File: src/rtl/vga_text_writer.sv
// Text-console sequencer: turns a byte stream into tile-register writes (cs/odata) for the 20x15 display.
// Latency: one cycle from accept to write. Backpressure: char_ready drops during clears and row blanking.
// Optional TEXTWR_ROWCLR_EN: blank the wrapped-into row on line wrap / newline.
module vga_text_writer #(
    parameter int         COLS        = 20,
    parameter int         ROWS        = 15,
    parameter logic [5:0] BLANK_GLYPH = 6'd0
) (
    input  logic        clk,
    input  logic        rst,
    input  logic        char_valid,
    output logic        char_ready,
    input  logic [7:0]  char_code,
    input  logic [11:0] char_color,
    input  logic        clear_req,
    output logic        cs,
    output logic [31:0] odata,
    output logic        busy,
    output logic [8:0]  cursor
);

    localparam int CW    = $clog2(COLS);
    localparam int RW    = $clog2(ROWS);
    localparam int TOTAL = COLS * ROWS;
    localparam logic [CW-1:0] LAST_COL = CW'(COLS - 1);
    localparam logic [RW-1:0] LAST_ROW = RW'(ROWS - 1);

    typedef enum logic [1:0] {
        IDLE,
        CLR_ALL
`ifdef TEXTWR_ROWCLR_EN
        , CLR_ROW
`endif
    } state_t;

    state_t        state;
    logic [RW-1:0] row;
    logic [CW-1:0] col;
    logic [8:0]    cnt;

    logic [RW-1:0] row_next;
    logic [8:0]    row_base;
    logic [5:0]    glyph;
    logic          is_print;
    logic          accept;
    logic          start_clear;
`ifdef TEXTWR_ROWCLR_EN
    logic [8:0]    next_base;
    assign next_base = 9'(row_next) * 9'(COLS);
`endif

    function automatic logic [31:0] pack_word(input logic [11:0] color,
                                              input logic [8:0]  idx,
                                              input logic [5:0]  g);
        return {color, 3'b000, idx, 2'b00, g};
    endfunction

    assign row_next    = (row == LAST_ROW) ? '0 : row + 1'b1;
    assign row_base    = 9'(row) * 9'(COLS);
    assign cursor      = row_base + 9'(col);
    assign busy        = (state != IDLE);
    assign char_ready  = (state == IDLE) && !clear_req;
    assign accept      = char_valid && char_ready;
    assign is_print    = (char_code >= 8'h20) && (char_code <= 8'h7F);
    assign glyph       = 6'(char_code - 8'h20);
    // Form feed behaves exactly like an external clear request.
    assign start_clear = clear_req || (accept && char_code == 8'h0C);

    always_ff @(posedge clk) begin
        if (rst) begin
            state <= IDLE;
            row   <= '0;
            col   <= '0;
            cnt   <= '0;
            cs    <= 1'b0;
            odata <= '0;
        end else begin
            cs    <= 1'b0;
            odata <= '0;
            case (state)
                IDLE: begin
                    if (start_clear) begin
                        // First clear write issues here so the sweep lands on N+1..N+TOTAL.
                        row   <= '0;
                        col   <= '0;
                        cs    <= 1'b1;
                        odata <= pack_word(12'h000, 9'd0, BLANK_GLYPH);
                        cnt   <= 9'd1;
                        state <= CLR_ALL;
                    end else if (accept) begin
                        if (is_print) begin
                            cs    <= 1'b1;
                            odata <= pack_word(char_color, cursor, glyph);
                            if (col == LAST_COL) begin
                                col <= '0;
                                row <= row_next;
`ifdef TEXTWR_ROWCLR_EN
                                cnt   <= 9'd0;
                                state <= CLR_ROW;
`endif
                            end else begin
                                col <= col + 1'b1;
                            end
                        end else begin
                            case (char_code)
                                8'h0A: begin
                                    col <= '0;
                                    row <= row_next;
`ifdef TEXTWR_ROWCLR_EN
                                    cs    <= 1'b1;
                                    odata <= pack_word(12'h000, next_base, BLANK_GLYPH);
                                    cnt   <= 9'd1;
                                    state <= CLR_ROW;
`endif
                                end
                                8'h0D: col <= '0;
                                8'h08: begin
                                    if (col != '0) begin
                                        col   <= col - 1'b1;
                                        cs    <= 1'b1;
                                        odata <= pack_word(12'h000, cursor - 9'd1, BLANK_GLYPH);
                                    end
                                end
                                default: ;
                            endcase
                        end
                    end
                end
                CLR_ALL: begin
                    // One idle cycle after the last write keeps char_ready low until it has landed.
                    if (cnt == 9'(TOTAL)) begin
                        state <= IDLE;
                    end else begin
                        cs    <= 1'b1;
                        odata <= pack_word(12'h000, cnt, BLANK_GLYPH);
                        cnt   <= cnt + 9'd1;
                    end
                end
`ifdef TEXTWR_ROWCLR_EN
                CLR_ROW: begin
                    if (cnt == 9'(COLS)) begin
                        state <= IDLE;
                    end else begin
                        cs    <= 1'b1;
                        odata <= pack_word(12'h000, row_base + cnt, BLANK_GLYPH);
                        cnt   <= cnt + 9'd1;
                    end
                end
`endif
                default: state <= IDLE;
            endcase
        end
    end

endmodule

File: config.mk
export PLATFORM = sky130hd
export DESIGN_NAME = vga_text_writer
export DESIGN_NICKNAME = d
export VERILOG_FILES = /design/src/rtl/vga_text_writer.sv
export SDC_FILE = /design/constraint.sdc
export NUM_CORES = 1
export LEC_CHECK = 0
export BUFFER_PORTS_ARGS = -buffer_cell sky130_fd_sc_hd__buf_2
export CORE_ASPECT_RATIO = 0.6
export CORE_UTILIZATION = 53
export CTS_CLUSTER_SIZE = 14
export DETAILED_ROUTE_END_ITERATION = 6
export HOLD_SLACK_MARGIN = 0.1
export PLACE_DENSITY = 0.77
export SLEW_MARGIN = 0
export SYNTH_ARGS = -nofsm -noshare
export SYNTH_HDL_FRONTEND = slang
export SYNTH_SLANG_ARGS = --single-unit
File: constraint.sdc
create_clock -name clk -period 3.6 [get_ports clk]
set_clock_uncertainty 0.1 [all_clocks]
set_input_delay 0.36 -clock clk [delete_from_list [all_inputs] [get_ports clk]]
set_output_delay 0.36 -clock clk [all_outputs]
set_load 0.01 [all_outputs]
Yosys cells after proc, flatten, opt, wreduce, memory -nomap -nowiden
Cells that the tools add are included.

Word-level logic and storage cells: 79. Input bits: 24. Register bits after elaboration: 53. Output and inout bits: 44.

Magnitude comparators: 2. Eq/ne operators: 13. $mul: 1. Mux-type cells: 32. Reduce and logical (&&, ||, !) cells: 18. $add $sub $neg: 7.

Operators by type and width (count): $mux W32 (3); $pmux W32 S2 (1); $mux W17 (3); $eq A8 B4 Y1 const B (4); $mux W5 (5); $mux W4 (6); $mux W9 (2); $pmux W9 S2 (1); $pmux W5 S2 (1); $add A9 B1 Y9 const B (1); $add A9 B5 Y9 (1); $eq A9 B9 Y1 const B (1); $sub A9 B1 Y9 const B (1); $ge A8 B6 Y1 const B (1); $le A8 B7 Y1 const B (1); $reduce_and A4 Y1 (2); $mul A4 B3 Y7 const B (1); $mux W1 (6); $ne A2 B2 Y1 const B (3); $reduce_bool A2 Y1 (3); $sub A6 B6 Y6 const B (1); $add A5 B1 Y5 const B (1); $eq A5 B5 Y1 const B (1); $reduce_bool A5 Y1 (1); 18 further kinds (22).

Longest topological paths before layout
Word-level depth: 9. Gate-level depth with buffers: 9.

Worst setup path before layout
No wires, ideal clock.

Path type: flip-flop to flip-flop. Start: register row[1]. End: register odata[16]. Cell stages (with the launch flop): 10. Data required time: 3368 ps. Setup slack: 971 ps. Arrival time: 2397 ps. Period minus slack after synthesis: 2629 ps. Path buffers: 0. Path through: dfxtp_1 -> ha_1 -> ha_1 -> fa_1 -> nand2_1 -> nor3_1 -> xnor2_1 -> nor4_1 -> xnor2_1 -> o32ai_1.

Word-level cells in the longest chain between the ends: 9.

RTL lines: start, declared (RTL line 37) `logic [RW-1:0] row;`; start signal, assigned (RTL line 96) `row <= row_next;`; start signal, assigned (RTL line 108) `row <= row_next;`; $mul A4 B3 Y7 (RTL line 59) `assign row_base = 9'(row) * 9'(COLS);`; $add A9 B5 Y9 (RTL line 60) `assign cursor = row_base + 9'(col);`; named net cursor[7] (RTL line 19) `output logic [8:0] cursor`; $sub A9 B1 Y9 (RTL line 121) `odata <= pack_word(12'h000, cursor - 9'd1, BLANK_GLYPH);`; $mux W17 (RTL line 118) `if (col != '0) begin`; $mux W17 (RTL line 105) `case (char_code)`; $mux W32 (RTL line 91) `if (is_print) begin`; $mux W32 (RTL line 90) `end else if (accept) begin`; $mux W32 (RTL line 82) `if (start_clear) begin`; $pmux W32 S2 (RTL line 80) `case (state)`; end signal, assigned (RTL line 87) `odata <= pack_word(12'h000, 9'd0, BLANK_GLYPH);`; end signal, assigned (RTL line 93) `odata <= pack_word(char_color, cursor, glyph);`; end signal, assigned (RTL line 121); end, declared (RTL line 17) `output logic [31:0] odata,`.

The timed path passes the listed nets, and every way through them passes these cells. A chain may end at the register's enable or synchronous reset.

Final worst setup path
Start: register row[1]. End: output cursor[7].

Word-level cells in the longest chain between the ends: 2.

RTL lines (RTL line): $mul A4 B3 Y7 (59); $add A9 B5 Y9 (60); end, declared (19).

Every way passes these cells.

==> results.yml <==
logic_synthesis:
  synthTopCellsByArea: "dfxtp_1 (37%), ha_1 (6.3%), nor2_1 (5.6%)"
  ys_warn_count: 0
  syn_avg_cell_area_um2: 8.691
  yosysTopAreaCell: "dfxtp_1"
  synth_cells: 295
  synth_cell_types: 57
  ys_async_sr_fraction_pct: 0
  synth-seq-area-share_pct: 36.70
  ys.flop_type: "dfxtp_1"
  synth_edf_count: 0
  syn_area_mm2: 0.002564
  synth_seq_cells: 47
  synth_top_cell_area_share_pct: 36.70
global_route:
  busiest_layer: "met1"
  antenna_found_initial: 0
  grt-ovfl-total: 0
  first_global_vias: 2031
  grtUsageTotal_pct: 24.82
  grt_max_degree: 27
  met3_usage_pct: 6.694
  use_met1_pct: 37.42
  gr-usage-met2_pct: 35.55
  grt_pass1_wl_mm: 10.04
sta:
  rsz0062_at_grt: "false"
  final-setup-viol-count: 0
  fmax_mhz: 318.0
  hold_viol: 0
  slew_headroom_pct: 38.68
  finalMaxSlewViolations: 0
  fin_crit_sh_pct: 87.36
  fin_tns_setup_ns: 0
  timing.final.crit_period_ns: 3.145
  tightestPinTransition_ns: 0.9199
layout:
  post_route_cells_drive_above_1_share_pct: 24.43
  layout_common_cells: "buf_2 (62), dfxtp_1 (47), nor2_1 (38), and2_1 (18), nand2_1 (16)"
  antennaDiodeCount: 0
  stdcell_count: 415
  fin_area_mm2: 0.002992
  final_common_cell: "buf_2"
  final_nets: 390
  area_delta_synth_final_pct: 16.69
cts:
  cts_buffer_depth: 2
  path_clk_slew_ns: 0.09
  cts_inserted_buffers: 5
  postCtsSetupBuffers: 0
  cts_root_buf: "clkbuf_8"
  cts-resized-gates: 0
  htreeDepth: 2
  ctsHoldBuffers: 0
  cts_tree: "built"
  clock_sinks: 47
  clk_latency_ns: 0.30
placed_design:
  dp_hpwl_mm: 4.569
  placed_area_mm2: 0.002879
  numPortBuffers: 62
  dp.cells: 407
  routabilityCongestion: 0.9045
floorplan:
  rows: 19
  die_w_um: 91.79
  coreArea_mm2: 0.004612
  die_h_um: 55.88
  initial_core_util_pct: 55.59
  ios: 68
  die_area_mm2: 0.005129
setup_path:
  worstSetupStartpointType: "flop"
  worstRegToRegCells: 9
  crit_path_end: "cursor[7]"
  path_class: "flop to primary output"
  worstSetupStartpoint: "row[1]$_SDFFE_PP0P_"
  critPathCaptureType: "primary output"
  r2r_slack_ns: 0.61
  worst_r2r_endpoint: "odata[16]$_SDFF_PP0_"
  cp_data_required_time_ns: 3.14
  r2r_start: "row[1]$_SDFFE_PP0P_"
  cp.arrival_ns: 2.68
  crit_path_max_fanout: 8
job:
  drv_cap: 0
route:
  vias_per_cell: 5.692
  wl_mm: 6.164
  routedWlPerCell_um: 14.85
  drtPass1Iterations: 5
  antenna_left: 0
  vias: 2362
  drt_iter0_markers: 304
  drc: 0
hold_path:
  hold_class: "primary input to flop"
pwr:
  finalPower_mw: 1.063
  max-vdd-ir-drop_mv: 0.2023
  p_leak_nw: 1.329
  cellPowerDensity_mw_per_mm2: 355.3
outcome:
  status: "completed"
cells by family after synthesis:
| group | count (synthesis) | share of synthesized area, % |
|---|---|---|
| fa+ha+maj | 15 | 7.907 |
| xor+xnor | 19 | 6.491 |
| mux | 1 | 0.3904 |
| simple gates | 125 | 26.21 |
| flops | 47 | 36.70 |
| compound gates | 61 | 17.08 |
| other cells | 1 | 0.1463 |
| buf+inv | 26 | 5.076 |
registers in the layout, indices dropped and copies added (netlist names):
register	count
cnt	9
col	5
cs	1
odata	27
row	4
state	1
routing by layer:
layer / part of all wire (%) / vias up
li1: - / 1135
met2: 43 / 120
met4: 0.60 / 0
met5: 0 / -
met3: 10 / 7
met1: 47 / 1100
final cells by class:
type | instances | area, um^2
repair buffers | 64 | 325.3
clock inverters | 3 | 43.79
fillers | 410 | 1620
flip-flops and latches | 47 | 940.9
well taps | 63 | 78.83
multi-input cells | 226 | 1508
clock buffers | 5 | 68.82
inverters | 7 | 26.28
worst min-delay path by stage:
stage | start | endpoint | cells after the start
floorplan | char_code[5] | odata[5]$_SDFF_PP0_ | 1
global placement | cnt[8]$_SDFFE_PP0P_ | odata[16]$_SDFF_PP0_ | 2
detailed placement | cnt[7]$_SDFFE_PP0P_ | cnt[7]$_SDFFE_PP0P_ | 2
CTS | char_color[11] | odata[31]$_SDFF_PP0_ | 2
global route | char_color[0] | odata[20]$_SDFF_PP0_ | 2
finish | char_color[7] | odata[27]$_SDFF_PP0_ | 2
worst max-delay path, stage by stage, from the launching register on:
cell     delay, ns
dfxtp_1       0.54
ha_1          0.30
ha_1          0.23
fa_1          0.53
nand2_1       0.10
nor3_1        0.27
xnor2_1       0.22
buf_2         0.19
power by group:
| group | internal [mW] | leakage (nW) | switching, mW |
|---|---|---|---|
| registers | 0.528 | 0.380 | 0.0125 |
| clock network | 0.207 | 0.0581 | 0.179 |
| logic | 0.0524 | 0.891 | 0.0843 |
| total | 0.787 | 1.33 | 0.276 |
per-stage QoR:
stage	util, %	hold slack (ns)	setup WS, ns
after floorplan	-	0.3316	0.9710
after detailed placement	62.43	0.4227	0.6472
after CTS	64.87	0.1517	0.4631
after global routing	64.87	0.1546	0.2765
final	64.87	0.1546	0.4552
after global placement	62.43	0.4072	0.9357
cells in the mapped netlist (all sizes together) (2+ instances only):
library cell,count
nor2b,6
o22ai,2
and2,18
nor3b,2
a22oi,9
nor3,9
nand2b,3
or3,2
or2,3
dfxtp,47
a21o,3
xnor2,12
a311oi,2
nand2,17
xor2,7
o21ai,14
nor4,5
inv,7
ha,13
o31ai,3
nor2,38
a211oi,2
buf,10
clkbuf,9
nand3,9
a31oi,2
fa,2
nand4,7
a21oi,14
(Power assumes the default switching activity.)
